**config.mk**
```make
export PLATFORM = sky130hd
export DESIGN_NAME = edge_detect_multi
export DESIGN_NICKNAME = d
export VERILOG_FILES = /design/src/rtl/edge_detect_multi.sv
export SDC_FILE = /design/constraint.sdc
export NUM_CORES = 1
export LEC_CHECK = 0
export ABC_AREA = 1
export CORE_ASPECT_RATIO = 0.5
export CORE_MARGIN = 5
export CORE_UTILIZATION = 54
export CTS_BUF_LIST = sky130_fd_sc_hd__clkbuf_16
export CTS_CLUSTER_DIAMETER = 120
export CTS_CLUSTER_SIZE = 16
export DETAILED_ROUTE_END_ITERATION = 12
export PLACE_DENSITY_LB_ADDON = 0.15
export SLEW_MARGIN = 20
export SYNTH_ARGS = -nofsm -noshare
export SYNTH_HDL_FRONTEND = slang
export SYNTH_SLANG_ARGS = --single-unit
```
**constraint.sdc**
```tcl
create_clock -name clk -period 3 [get_ports clk]
set_clock_uncertainty 0.1 [all_clocks]
set_input_delay 0.6 -clock clk [delete_from_list [all_inputs] [get_ports clk]]
set_output_delay 0.6 -clock clk [all_outputs]
set_load 0.01 [all_outputs]
```
**src/rtl/edge_detect_multi.sv**
```systemverilog
// Multi-channel input conditioner: synchroniser, glitch filter and selectable
// edge detection per channel, with a sticky flag and saturating event counter.

module edge_detect_multi #(
   parameter int CHANNELS    = 4,
   parameter int SYNC_STAGES = 2,
   parameter int FILTER_LEN  = 3,
   parameter int CNT_W       = 8
) (
   input  logic                      clk,
   input  logic                      rst,
   input  logic [CHANNELS-1:0]       sig,
   input  logic [2*CHANNELS-1:0]     mode,
   input  logic [CHANNELS-1:0]       clr,
   output logic [CHANNELS-1:0]       level,
   output logic [CHANNELS-1:0]       pe,
   output logic [CHANNELS-1:0]       flag,
   output logic [CNT_W*CHANNELS-1:0] count
);
   logic [CHANNELS-1:0][1:0]       mode_a;
   logic [CHANNELS-1:0][CNT_W-1:0] count_a;

   assign mode_a = mode;
   assign count  = count_a;

   for (genvar i = 0; i < CHANNELS; i++) begin : g_lane
      edge_detect_lane #(
         .SYNC_STAGES (SYNC_STAGES),
         .FILTER_LEN  (FILTER_LEN),
         .CNT_W       (CNT_W)
      ) u_lane (
         .clk   (clk),
         .rst   (rst),
         .sig   (sig[i]),
         .mode  (mode_a[i]),
         .clr   (clr[i]),
         .level (level[i]),
         .pe    (pe[i]),
         .flag  (flag[i]),
         .count (count_a[i])
      );
   end
endmodule

module edge_detect_lane #(
   parameter int SYNC_STAGES = 2,
   parameter int FILTER_LEN  = 3,
   parameter int CNT_W       = 8
) (
   input  logic             clk,
   input  logic             rst,
   input  logic             sig,
   input  logic [1:0]       mode,
   input  logic             clr,
   output logic             level,
   output logic             pe,
   output logic             flag,
   output logic [CNT_W-1:0] count
);
   localparam int               FC_W    = $clog2(FILTER_LEN + 1);
   localparam logic [FC_W-1:0]  FC_LAST = FC_W'(FILTER_LEN - 1);
   localparam logic [CNT_W-1:0] CNT_MAX = '1;

   logic [SYNC_STAGES-1:0] sync_q;
   logic [FC_W-1:0]        fc, fc_nxt;
   logic                   s, level_nxt, rise, fall, ev;
   logic                   flag_nxt;
   logic [CNT_W-1:0]       count_nxt;

   assign s = sync_q[SYNC_STAGES-1];

   // Level only moves after FILTER_LEN consecutive mismatching samples.
   always_comb begin
      fc_nxt    = fc;
      level_nxt = level;
      if (s == level) begin
         fc_nxt = '0;
      end else if (fc == FC_LAST) begin
         level_nxt = s;
         fc_nxt    = '0;
      end else begin
         fc_nxt = fc + FC_W'(1);
      end
   end

   assign rise = level_nxt & ~level;
   assign fall = ~level_nxt & level;
   assign ev   = (rise & mode[0]) | (fall & mode[1]);

   // An event on the same edge as clr wins: flag stays set, counter restarts at 1.
   always_comb begin
      flag_nxt  = flag;
      count_nxt = count;
      if (clr) begin
         flag_nxt  = 1'b0;
         count_nxt = '0;
      end
      if (ev) begin
         flag_nxt = 1'b1;
         if (clr)
            count_nxt = CNT_W'(1);
         else if (count != CNT_MAX)
            count_nxt = count + CNT_W'(1);
      end
   end

   always_ff @(posedge clk) begin
      if (rst) begin
         sync_q <= '0;
         fc     <= '0;
         level  <= 1'b0;
         pe     <= 1'b0;
         flag   <= 1'b0;
         count  <= '0;
      end else begin
         sync_q <= {sync_q[SYNC_STAGES-2:0], sig};
         fc     <= fc_nxt;
         level  <= level_nxt;
         pe     <= ev;
         flag   <= flag_nxt;
         count  <= count_nxt;
      end
   end
endmodule

```
==> flow_summary.toml <==
[placement]
placed_cell_area_um2 = 3470
placedCellCount = 510
place_congestion = 0.863
io_buffers = 61
dpl.hpwl_mm = 4.80

[sta]
final_hold_viol_count = 0
relSlewSlack = 0.601
slew_viol_final = 0
rsz0062_at_grt = "no"
fin_setup_tns_ns = 0
setup_violations = 0
layout_min_cycle_time_ns = 2.10
max_freq_mhz = 476
period_share = 0.700
tightest_slew_ns = 0.596

[finish]
layout-drive-gt1-share = 0.0965
final_cell_area_um2 = 3780
diodes = 0
area_delta_synth_final_pct = 31.8
ff_latch_area_um2 = 1200
layout_common_cells = "nor2_1, nand2_1, clkdlybuf4s50_1"
final_cells = 526
layout_commonest_cell = "nor2_1"
nets = 477
fillers = 364
multi_input_area_um2 = 1330

[routing]
viasPerCell = 5.24
wl_per_cell_um = 12.9
drt.antenna.violating_nets = 0
drt-total-wl_mm = 6.77
dr.pass1.iters = 5
via_count = 2756
drc = 0
drt_iter0_markers = 164

[critical_path]
worst_path_max_delay_cell = "clkdlybuf4s50_1"
critPathKind = "in -> reg"
cp-start-kind = "input port"
r2r_slack_ns = 1.40
critPathMaxStageDelay_ns = 0.72
crit_required_ns = 3.14
endpoint_kind = "flop"
arrival_ns = 2.24
crit_fanout = 17
cp_cell_sequence = "clkdlybuf4s50_1, nor2_1, o21ai_0, a21oi_1"

[run]
drv_cap = 0

[pwr]
finalPower_mw = 1.93
vdd_drop_max_mv = 0.378
power_leakage_nw = 1.45
p_per_area_nw_per_um2 = 510

[logic_synthesis]
synth-simple-area-share = 0.313
ys_seq_elements = 60
yosysTopAreaCell = "dfxtp_1"
synth_top_area_frac = 0.419
synth_compound_gate_area_share = 0.106
yosysWarnings = 0
synth_top_family_by_area = "simple AND/OR/NAND/NOR gates"
syn_inst = 393
synth_fa_ha_area_frac = 0.0349
ys_seq_area_frac = 0.419
yosysUniqueCellTypes = 27
avgSynthCellArea_um2 = 7.30
synthXorXnorAreaFrac = 0.00916
mappedNetlistArea_um2 = 2870
synth_fp_nets = 419
synthTopCellsByArea = "dfxtp_1, nor2_1, nand2_1, inv_1, nand3_1"
synth.area.mux_share = 0

[global_route]
grt_pass1_wl_mm = 11.3
grt_use_met1 = 0.212
grtUsageMet3 = 0.0746
grt_usage = 0.203
grt_start_max_net_pins = 18
grt_pass1_vias = 2644
grtUsageMet2 = 0.391
grt-busiest-layer = "met2"
antenna_found_initial = 0
grt-ovfl-total = 0

[clock_network]
numCtsBuffers = 9
cts_resized = 0
clk_latency_ns = 0.32
clk_path_buf_depth = 2
hold_buffers = 0
postCtsSetupBuffers = 0
cts_root_buf = "clkbuf_16"
cts_tree = "yes"
cts.htree.levels = 3
clkSlewWorstSetupHoldPaths_ns = 0.05
cts.sinks = 60

[die]
io_pins = 62
coreArea_um2 = 5020
num_rows = 18
die_area_um2 = 6960
die_h_um = 61.5
start_util = 0.571
chipWidth_um = 113

[outcome]
status = "finished, final reports clean"

[min_path]
min_path_type = "reg -> reg"
-- stage by stage --
step | hold slack [ns] | utilization | setup WS (ns)
2_1_floorplan | 0.288 | - | 1.59
3_3_place_gp | 0.291 | 0.691 | 0.736
3_5_place_dp | 0.295 | 0.691 | 0.661
4_1_cts | 0.303 | 0.752 | 0.925
5_1_grt | 0.326 | 0.752 | 0.783
6_report | 0.301 | 0.752 | 0.899
-- sequential cells by signal, indices dropped and copies added, names as in the netlist --
| register | flops |
|---|---|
| g_lane.u_lane.count | 32 |
| g_lane.u_lane.fc | 8 |
| g_lane.u_lane.pe | 4 |
| g_lane.u_lane.flag | 4 |
| g_lane.u_lane.level | 4 |
| g_lane.u_lane.sync_q | 8 |
-- layer usage --
| layer | vias to the layer above | routed length [µm] |
|---|---|---|
| met1 | 1273 | 2810 |
| met2 | 101 | 3380 |
| met4 | 0 | 102 |
| li1 | 1368 | - |
| met3 | 14 | 481 |
| met5 | - | 0 |
-- final cells by class --
class,instances,area share
clock buffer,9,0.0596
inverter,61,0.0619
multi-input combinational,257,0.352
sequential,60,0.318
clock inverter,7,0.0222
tap,70,0.0232
timing repair buffer,62,0.164
-- final timing paths --
| kind | from | to | cells after the start |
|---|---|---|---|
| max | rst | g_lane[3].u_lane.count[1] | 4 |
| min | g_lane[2].u_lane.sync_q[0] | g_lane[2].u_lane.sync_q[1] | 2 |
| max reg2reg | g_lane[3].u_lane.count[0] | g_lane[3].u_lane.count[4] | 10 |
| min reg2reg | g_lane[2].u_lane.sync_q[0] | g_lane[2].u_lane.sync_q[1] | 2 |
-- where the power goes --
group,switching (mW),internal [mW]
Sequential,0.00433,0.805
Combinational,0.0315,0.0291
Clock,0.343,0.715
Total,0.379,1.55
-- worst max-delay path: cells and delay by family --
family                 cells  cell delay (ns)
buffers and inverters      1             0.72
AND/OR/NAND/NOR            1             0.58
AO/OA/AOI/OAI              2             0.34
-- cell families after synthesis --
family,after synthesis
xor+xnor,3
simple gates,192
fa+ha+maj,8
buf+inv,76
compound gates,54
flops,60
-- synth_stat cells --
library cell  number
nand2_1           62
a21oi_2            1
nor2_2             5
dfxtp_1           60
o211ai_1           5
nor2_8             1
buf_1              1
a21oi_1           22
nor3_1             3
xor2_1             2
nor2_4             2
o21bai_1           2
a211oi_1           5
inv_4              2
nand4_4            1
nand2_2            9
buf_2              2
nand4_1           12
xnor2_1            1
nand3_1           24
nand2_4            4
nor2_1            69
ha_1               8
buf_4             12
o21ai_0           19
inv_1             53
inv_2              6
Power figures use the tool's default switching activity.
